<file path="src/rtl/reflet_bus_arbiter_pkg.sv">
// Shared definitions for the reflet two-master bus arbiter: owner encoding,
// read-return tag layout and the default hold limit.
package reflet_bus_arbiter_pkg;

    typedef enum logic [1:0] {
        OWNER_NONE = 2'b00,
        OWNER_M0   = 2'b01,
        OWNER_M1   = 2'b10
    } owner_t;

    localparam int DEFAULT_MAX_HOLD = 16;

    typedef struct packed {
        logic valid;
        logic id;    // 0 = master 0, 1 = master 1
    } rd_tag_t;

endpackage

</file>
<file path="src/rtl/reflet_arbiter_hold_counter.sv">
// Counts cycles an owner holds the bus while the other master waits and flags
// when the hold limit is reached. Only used in the REFLET_ARBITER_TIMEOUT_EN build.
module reflet_arbiter_hold_counter #(
    parameter int max_hold = 16
) (
    input  logic clk,
    input  logic reset,
    input  logic count_en,
    input  logic clear,
    output logic timeout
);

    logic [7:0] hold;

    always_ff @(posedge clk) begin
        if (reset || clear) begin
            hold <= 8'd0;
        end else if (count_en) begin
            hold <= hold + 8'd1;
        end else begin
            hold <= 8'd0;
        end
    end

    // Fires on the last permitted cycle so the transfer lands on the next edge.
    assign timeout = count_en && (hold == 8'(max_hold - 1));

endmodule

</file>
<file path="src/rtl/reflet_bus_arbiter.sv">
// Two-master arbiter for the shared one-cycle-latency bus: registered owner,
// bus mux and tagged read return. Optional hold timeout: REFLET_ARBITER_TIMEOUT_EN.
module reflet_bus_arbiter
    import reflet_bus_arbiter_pkg::*;
#(
    parameter int wordsize = 16,
    parameter int max_hold = DEFAULT_MAX_HOLD
) (
    input  logic                clk,
    input  logic                reset,
    input  logic                m0_req,
    input  logic                m1_req,
    input  logic [wordsize-1:0] m0_addr,
    input  logic [wordsize-1:0] m1_addr,
    input  logic [wordsize-1:0] m0_wdata,
    input  logic [wordsize-1:0] m1_wdata,
    input  logic                m0_write_en,
    input  logic                m1_write_en,
    output logic                m0_grant,
    output logic                m1_grant,
    output logic [wordsize-1:0] m0_rdata,
    output logic [wordsize-1:0] m1_rdata,
    output logic                m0_rvalid,
    output logic                m1_rvalid,
    output logic                bus_enable,
    output logic [wordsize-1:0] bus_addr,
    output logic [wordsize-1:0] bus_wdata,
    output logic                bus_write_en,
    input  logic [wordsize-1:0] bus_rdata
);

    owner_t  owner;
    owner_t  next_owner;
    owner_t  last_owner;
    rd_tag_t rd_tag;
    logic    owner_req;
    logic    access;
    logic    grant_change;
    logic    timeout;

    assign owner_req = (owner == OWNER_M0) ? m0_req :
                       (owner == OWNER_M1) ? m1_req : 1'b0;
    assign access    = owner_req && !reset;

    always_comb begin
        next_owner = owner;
        unique case (owner)
            OWNER_NONE: begin
                if (m0_req && m1_req) begin
                    next_owner = (last_owner == OWNER_M0) ? OWNER_M1 : OWNER_M0;
                end else if (m0_req) begin
                    next_owner = OWNER_M0;
                end else if (m1_req) begin
                    next_owner = OWNER_M1;
                end else begin
                    next_owner = OWNER_NONE;
                end
            end
            OWNER_M0: begin
                if (!m0_req || timeout) next_owner = m1_req ? OWNER_M1 : OWNER_NONE;
            end
            OWNER_M1: begin
                if (!m1_req || timeout) next_owner = m0_req ? OWNER_M0 : OWNER_NONE;
            end
            default: next_owner = OWNER_NONE;
        endcase
    end

    assign grant_change = (next_owner != owner);

`ifdef REFLET_ARBITER_TIMEOUT_EN
    logic other_req;

    assign other_req = (owner == OWNER_M0) ? m1_req :
                       (owner == OWNER_M1) ? m0_req : 1'b0;

    reflet_arbiter_hold_counter #(
        .max_hold (max_hold)
    ) u_hold_counter (
        .clk      (clk),
        .reset    (reset),
        .count_en (owner_req && other_req),
        .clear    (grant_change),
        .timeout  (timeout)
    );
`else
    assign timeout = 1'b0;
`endif

    always_ff @(posedge clk) begin
        if (reset) begin
            owner      <= OWNER_NONE;
            last_owner <= OWNER_M1;
            rd_tag     <= '0;
        end else begin
            owner <= next_owner;
            if (grant_change && (next_owner != OWNER_NONE)) last_owner <= next_owner;
            // Tag follows the access, not the grant, so a handover edge keeps the return.
            rd_tag.valid <= access && !bus_write_en;
            rd_tag.id    <= (owner == OWNER_M1);
        end
    end

    assign m0_grant = (owner == OWNER_M0);
    assign m1_grant = (owner == OWNER_M1);

    always_comb begin
        bus_enable   = access;
        bus_addr     = '0;
        bus_wdata    = '0;
        bus_write_en = 1'b0;
        if (access && owner == OWNER_M0) begin
            bus_addr     = m0_addr;
            bus_wdata    = m0_wdata;
            bus_write_en = m0_write_en;
        end else if (access && owner == OWNER_M1) begin
            bus_addr     = m1_addr;
            bus_wdata    = m1_wdata;
            bus_write_en = m1_write_en;
        end
    end

    assign m0_rvalid = rd_tag.valid && !rd_tag.id && !reset;
    assign m1_rvalid = rd_tag.valid &&  rd_tag.id && !reset;
    assign m0_rdata  = m0_rvalid ? bus_rdata : '0;
    assign m1_rdata  = m1_rvalid ? bus_rdata : '0;

endmodule

</file>
<file path="config.mk">
export PLATFORM = sky130hd
export DESIGN_NAME = reflet_bus_arbiter
export DESIGN_NICKNAME = d
export VERILOG_FILES = /design/src/rtl/reflet_bus_arbiter_pkg.sv /design/src/rtl/reflet_arbiter_hold_counter.sv /design/src/rtl/reflet_bus_arbiter.sv
export SDC_FILE = /design/constraint.sdc
export NUM_CORES = 1
export LEC_CHECK = 0
export CAP_MARGIN = 5
export CELL_PAD_IN_SITES_DETAIL_PLACEMENT = 1
export CELL_PAD_IN_SITES_GLOBAL_PLACEMENT = 2
export CORE_ASPECT_RATIO = 0.7
export CORE_MARGIN = 8
export CORE_UTILIZATION = 10
export DETAILED_ROUTE_END_ITERATION = 6
export GPL_TIMING_DRIVEN = 0
export PLACE_DENSITY = 0.84
export SKIP_LAST_GASP = 1
export SLEW_MARGIN = 20
export SYNTH_ARGS = -nofsm -noshare
export SYNTH_HDL_FRONTEND = slang
export SYNTH_SLANG_ARGS = --single-unit
</file>
<file path="constraint.sdc">
create_clock -name clk -period 2.6 [get_ports clk]
set_input_delay 0.52 -clock clk [delete_from_list [all_inputs] [get_ports clk]]
set_output_delay 0.52 -clock clk [all_outputs]
set_load 0.005 [all_outputs]
</file>
==> impl_results.md, run 1 <==
- H-tree depth: 1
- DRC viols: 0
- Worst setup SP type: flip-flop
- Core area: 9570 µm²
- Setup violations, final: 0
- Top Ports: 156
- Most common cell after layout, fill and taps aside: clkdlybuf4s50_1
- Vias: 1529
- Critical path's slowest cell: clkdlybuf4s50_1
- Area of the multi-input gates: 711 µm²
- Final Util: 0.288
- Min-Delay Path Class: input port to flip-flop
- Seq/Total Area, Yosys: 0.123
- Synth async-reset ratio: 0
- Hold Path Origin: reset
- Fmax: 409 MHz
- Drt via density: 3.78
- Longest Clk Path Bufs: 2
- Yosys warns: 0
- Share of post-route cells with drive strength above 1: 0.101
- GRT Overall Usage: 0.0928
- Critical Path, Cell by Cell: buf_2 -> nand2b_4 -> nor2_4 -> buf_6 -> a22o_1 -> clkdlybuf4s50_1
- Met2 routed WL: 3360 µm
- Initial antenna violation count: 0
- Clk sink count: 6
- Worst reg2reg path depth: 4
- TritonCTS clock tree: done
- Post-layout worst setup margin: 0.158 ns
- Most frequent cells in the layout: 152 x clkdlybuf4s50_1, 32 x and2_1, 30 x a22o_1
- Fin crit period: 2.44 ns
- Post-Syn Instances: 117
- Origin of the worst setup path: owner[0]
- Number of distinct library cells after synthesis: 25
- DP Wirelength: 5820 µm
- DIE HEIGHT: 98.6 µm
- CTS clk-pin slew, worst paths: 0.03 ns
- N_diodes: 0
- Post-synth EDFFs: 0
- NumNets Final: 364
- Peak supply drop: 283 µV
- Setup crit end: bus_wdata[7]
- Num CTS Buffers: 3
- Top FF cell, synth: dfxtp_1
- Sequential cell area: 120 µm²
- PortBufs: 154
- FF+latch count, synth: 6
- Combinational Power Share: 0.410
- Power density cells: 213 nW/µm²
- Worst-Margin Slew: 0.360 ns
- Worst slack, placed: -0.259 ns
- Routed length per instance: 16.2 µm
- Seq pwr share: 0.173
- Worst R2R Setup Slack: 1.45 ns
- Rows: 30
- Final period util: 0.939
- Outcome: completed
- Clock Power Share: 0.418
- R2r startpoint: owner[0]
- # fillers: 1110
- Switch Pwr: 119 µW
- 1st-iter DRT viols: 35
- Clock skew: 0.00241 ns
- Internal power: 469 µW
- Final instance area: 2760 µm²
- Final WL: 6550 µm
- Worst setup EP type: primary output
- Metal3 WL: 386 µm
- Initial Util: 0.102
- Worst hold slack: 0.513 ns
- Max_cap viols: 0
- Routability Congestion: 0.743
- Synth Area in Adders: 0
- Post-Synth Simple-Gate Area: 0.349
- Wl on met1: 2800 µm
- Crit path largest cell delay: 0.53 ns
- Synth Area in Compound Gates: 0.380
- DRT Pass-1 Iters: 4
- Largest family of logic cells by synthesized area: compound AO/OA/AOI/OAI gates
- Critical path data required time: 2.08 ns
- Placed Area: 2680 µm²
- Reg-to-reg endpoint: owner[0]
- Mux contribution to synthesized area: 0
- Area Overhead vs Synth: 183%
- Syn Nets: 203
- Sw Ratio: 0.202
- Top sig layer: met4
- Avg Synthesized Cell Area: 8.33 µm²
- Slew margin rel.: 0.760
- Die area: 13200 µm²
- Hold buffers post-CTS: 0
- Synth Cell Area: 975 µm²
- Largest net degree at the start of global routing: 11
- Fin. Hold Viols: 0
- WS Path Type: flip-flop to primary output
- Post-Synth XOR/XNOR Area: 0
- Vias in the first global route: 1652
- Arr. time, crit path: 1.92 ns
- First-pass GRT wire length: 9890 µm
- Grt ovf: 0
- Leakage power: 1.04 nW
- Max-slew violations: 0
- Worst-skew pair later-pin latency: 0.23 ns
- Root buffer cell: clkbuf_16
- RSZ-0062 raised after global routing: no
- Die extent in x: 134 µm
- ANT nets after route: 0
- CP max FO: 10
sequential cells by signal (all words and copies together) (netlist names):
register and count:
rd_tag 2, last_owner 2, owner 2
synthesized netlist by cell type (2+ instances only):
master	count	area share
and2_1	32	0.21
a22o_1	30	0.27
buf_6	6	0.069
dfxtp_1	6	0.12
buf_2	4	0.021
nor2_1	4	0.015
a21oi_1	3	0.015
a22o_2	3	0.031
and3b_1	3	0.027
buf_8	3	0.046
inv_1	3	0.012
nand2b_1	3	0.019
o21ai_0	3	0.015
nand2_1	2	0.0077
nor3b_1	2	0.015
worst min path at each step:
stage / cells after the start / end
final: 2 / rd_tag[0]
after global routing: 2 / last_owner[0]
after CTS: 2 / rd_tag[0]
after detailed placement: 2 / last_owner[1]
after global placement: 2 / last_owner[1]
after floorplan: 2 / last_owner[1]
power groups by stage:
| stage | Clock, mW | Sequential [mW] | Combinational [mW] |
|---|---|---|---|
| global placement | 0 | 0.103 | 0.238 |
| CTS | 0.252 | 0.101 | 0.244 |
| finish | 0.246 | 0.102 | 0.241 |
| global route | 0.263 | 0.102 | 0.258 |
| detailed placement | 0 | 0.103 | 0.243 |
| floorplan | 0 | 0.102 | 0.0602 |
critical path: cells and delay by family (launching register included):
kind                   cells  cell delay [ns]
buffers and inverters      3             0.87
AND/OR/NAND/NOR            2             0.37
flip-flops                 1             0.30
AO/OA/AOI/OAI              1             0.14
repair_timing:
action / CTS / global route
pin swaps: 1 / 2
setup buffers: 1 / 1
endpoints found under the setup margin: 34 / 31
resized for setup: 2 / 4
cell type report:
cell class | count | share of cell area
Tap cell | 128 | 0.0581
Multi-Input combinational cell | 95 | 0.258
Sequential cell | 6 | 0.0436
Timing Repair Buffer | 156 | 0.561
Inverter | 3 | 0.00409
Buffer | 13 | 0.0481
Clock buffer | 3 | 0.0272
per-layer routing:
layer | GRT usage | vias to the layer above
met5 | 0 | -
met4 | 0.00258 | 0
met3 | 0.0279 | 2
met2 | 0.167 | 52
met1 | 0.112 | 724
li1 | - | 751
kinds of logic (layout without fill, tap and decap cells):
| family | count (synthesis) | in the layout |
|---|---|---|
| compound gates | 45 | 45 |
| buf+inv | 16 | 175 |
| simple gates | 50 | 50 |
| flops | 6 | 6 |
stage by stage:
| step | setup TNS (ns) | cells | power, mW |
|---|---|---|---|
| after global routing | 0 | 404 | 0.623 |
| after CTS | 0 | 403 | 0.597 |
| after floorplan | 0 | 117 | 0.162 |
| after global placement | -6.29 | 399 | 0.340 |
| final | 0 | 404 | 0.588 |
| after detailed placement | -6.93 | 399 | 0.346 |
Note: power is estimated with default switching activity, not from simulation.
==> run 2: changes to the inputs <==
SYNTH_HIERARCHICAL = 1   (was not set)
==> results of run 2 <==
Same layout as run 1: the final DEF is identical, and so are final timing and power.
Among the figures that moved: Yosys warning count 0 -> 6
==> run 3: changes to the inputs <==
GPL_TIMING_DRIVEN = not set   (was 0)
==> run 3 against run 2 <==
Effect of this change: sequential power hardly changed; global-route usage is 0.65 points higher; utilization is 1.7 points higher; fmax is 3.8% lower; register-to-register slack worse by 0.07 ns; hold slack worse by 0.0028 ns; largest cell class unchanged.
==> impl_results.md, run 3 <==
- Outcome: completed
- Longest Clk Path Bufs: 2 (unchanged)
- Worst setup SP type: input port
- Post-synth EDFFs: 0 (unchanged)
- Worst slack, placed: -0.172 ns (+0.0861 ns)
- Max-slew violations: 0 (unchanged)
- Vias in the first global route: 1749 (+5.9%)
- Worst setup EP type: primary output
- Core area: 9570 µm² (unchanged)
- Most numerous cell in the Yosys netlist: and2_1
- WS Path Type: input port to primary output
- N_diodes: 0 (unchanged)
- Rows: 30 (unchanged)
- Largest net degree at the start of global routing: 18 (+7)
- Fin. Hold Viols: 0 (unchanged)
- H-tree depth: 1 (unchanged)
- Die extent in x: 134 µm (unchanged)
- Setup violations, final: 0 (unchanged)
- Post-Syn Instances: 117 (unchanged)
- Critical path's slowest cell: clkdlybuf4s50_1
- Peak supply drop: 175 µV (-38%)
- Leading post-synthesis cells by cell area: a22o_1 27%, and2_1 21%, dfxtp_1 12%
- Top Ports: 156 (unchanged)
- Final WL: 6890 µm (+5.3%)
- Synth Cell Area: 975 µm² (unchanged)
- CP max FO: 17 (+7)
- Power density cells: 208 nW/µm² (-2.3%)
- GRT Overall Usage: 0.0993 (+0.00648)
- Max_cap viols: 0 (unchanged)
- Met1 GRT Util: 0.110 (-0.00128)
- Syn Nets: 203 (unchanged)
- TritonCTS clock tree: done
- Seq/Total Area, Yosys: 0.123 (unchanged)
- Top FF cell, synth: dfxtp_1
- Routability Congestion: 0.770 (+3.7%)
- 1st-iter DRT viols: 58 (+66%)
- Grt ovf: 0 (unchanged)
- Initial Util: 0.102 (unchanged)
- Final period util: 0.976 (+0.0371)
- Clk sink count: 6 (unchanged)
- Top Usage Layer GRT: met2
- Hold buffers post-CTS: 0 (unchanged)
- DRC viols: 0 (unchanged)
- Die area: 13200 µm² (unchanged)
- Fin cells: 411 (+1.7%)
- Clock skew: 0.000834 ns (-0.00157 ns)
- Share of post-route cells with drive strength above 1: 0.120 (+0.0187)
- Number of distinct library cells after synthesis: 25 (unchanged)
- GR Util met2: 0.183 (+0.0166)
- Routed length per instance: 16.8 µm (+3.5%)
- Synth top area share: 0.270 (unchanged)
- Initial antenna violation count: 0 (unchanged)
- RSZ-0062 raised after global routing: yes
- Drt via density: 3.81 (+0.61%)
- Fmax: 394 MHz (-3.8%)
- Critical Path, Cell by Cell: clkdlybuf4s15_1 -> nand2b_4 -> nor2_4 -> buf_4 -> buf_12 -> a22o_1 -> clkdlybuf4s50_1
- PortBufs: 155 (+0.65%)
- Root buffer cell: clkbuf_16
- Area Overhead vs Synth: 200%
- FF+latch count, synth: 6 (unchanged)
- Pwr Total: 609 µW (+3.5%)
- Sum Neg Setup Slack: 0 ns (unchanged)
- Worst-skew pair later-pin latency: 0.23 ns (about the same)
- CTS clk-pin slew, worst paths: 0.03 ns (about the same)
- Arr. time, crit path: 2.02 ns (+0.10 ns)
- Num CTS Buffers: 3 (unchanged)
- NumNets Final: 371 (+1.9%)
- Worst-Margin Slew: 0.325 ns (-0.0346 ns)
- Synth top cells by count: 32 x and2_1, 30 x a22o_1, 6 x buf_6, 6 x dfxtp_1
- First-pass GRT wire length: 10500 µm (+5.7%)
- DP Wirelength: 5640 µm (-3.1%)
- Largest registers: last_owner: 2 flops, owner: 2 flops, rd_tag: 2 flops
- DIE HEIGHT: 98.6 µm (unchanged)
- Crit path largest cell delay: 0.53 ns (about the same)
- GR Layer Usage met3: 0.0315 (+0.00356)
- Slew margin rel.: 0.783 (+0.0233)
- Vias: 1565 (+2.4%)
- Most frequent cells in the layout: 146 x clkdlybuf4s50_1, 32 x and2_1, 30 x a22o_1
- Critical path data required time: 2.08 ns (about the same)
- DRT Pass-1 Iters: 4 (unchanged)
- Placed cell count: 401 (+0.50%)
- Worst R2R Setup Slack: 1.38 ns (-0.07 ns)
- # fillers: 1106 (-0.36%)
- Min-Delay Path Class: flip-flop to flip-flop
- Avg Synthesized Cell Area: 8.33 µm² (unchanged)
- Leakage power: 1.21 nW (+16%)
- Post-layout worst setup margin: 0.0612 ns (-0.0963 ns)
- Most common cell after layout, fill and taps aside: clkdlybuf4s50_1
- Synth area leader: a22o_1
- Synth async-reset ratio: 0 (unchanged)
- ANT nets after route: 0 (unchanged)
- Yosys warns: 6
- Fin crit period: 2.54 ns (+0.0963 ns)
==> run 3: cell type report <==
| cell class | count | area [µm²] | share of cell area |
|---|---|---|---|
| Tap cell | 128 | 160 | 0.0548 |
| Clock buffer | 3 | 75.1 | 0.0257 |
| Sequential cell | 6 | 120 | 0.0411 |
| Timing Repair Buffer | 176 | 1840 | 0.628 |
| Inverter | 3 | 11.3 | 0.00385 |
| Multi-Input combinational cell | 95 | 719 | 0.246 |
==> run 3: final timing paths <==
kind                                     from            end  cells after the start
worst min register to register  last_owner[1]  last_owner[1]                      2
worst max register to register       owner[1]  last_owner[0]                      5
worst max-delay path                    reset  bus_wdata[10]                      7
worst min-delay path            last_owner[1]  last_owner[1]                      2
==> run 3: per-stage QoR <==
| step | utilization | hold slack [ns] | cell area (µm²) |
|---|---|---|---|
| floorplan | - | 0.467 | 975 |
| global placement | 0.283 | 0.488 | 2710 |
| detailed placement | 0.283 | 0.507 | 2710 |
| CTS | 0.302 | 0.514 | 2900 |
| global route | 0.305 | 0.559 | 2920 |
| finish | 0.305 | 0.510 | 2920 |
==> run 3: timing repair <==
item	4_1_cts	5_1_grt
setup buffers	2	2
gates cloned	3	0
pin swaps	0	1
gates resized for setup	8	8
setup endpoints to repair	68	25
==> run 3: cells by family after synthesis <==
| family | after synthesis | synth area share |
|---|---|---|
| and+or+nand+nor | 50 | 0.349 |
| DFF | 6 | 0.123 |
| buffers and inverters | 16 | 0.148 |
| AOI/OAI and AO/OA | 45 | 0.380 |
==> run 3: power breakdown <==
| group | switching (mW) | leakage [nW] | internal [mW] |
|---|---|---|---|
| Clock | 0.0517 | 0.0370 | 0.197 |
| Combinational | 0.0704 | 1.12 | 0.186 |
| Sequential | 0.00456 | 0.0494 | 0.0980 |
| Total | 0.127 | 1.21 | 0.482 |
==> run 3: metal layers <==
layer  vias to the layer above  wire length, µm
li1                        763                -
met1                       744             2840
met2                        52             3600
met3                         6              395
met4                         0               60
met5                         -                0
==> run 3: worst max-delay path, delay by kind of cell <==
family / cells / cell delay [ns]
compound gates: 1 / 0.17
buf+inv: 4 / 1.03
simple gates: 2 / 0.30
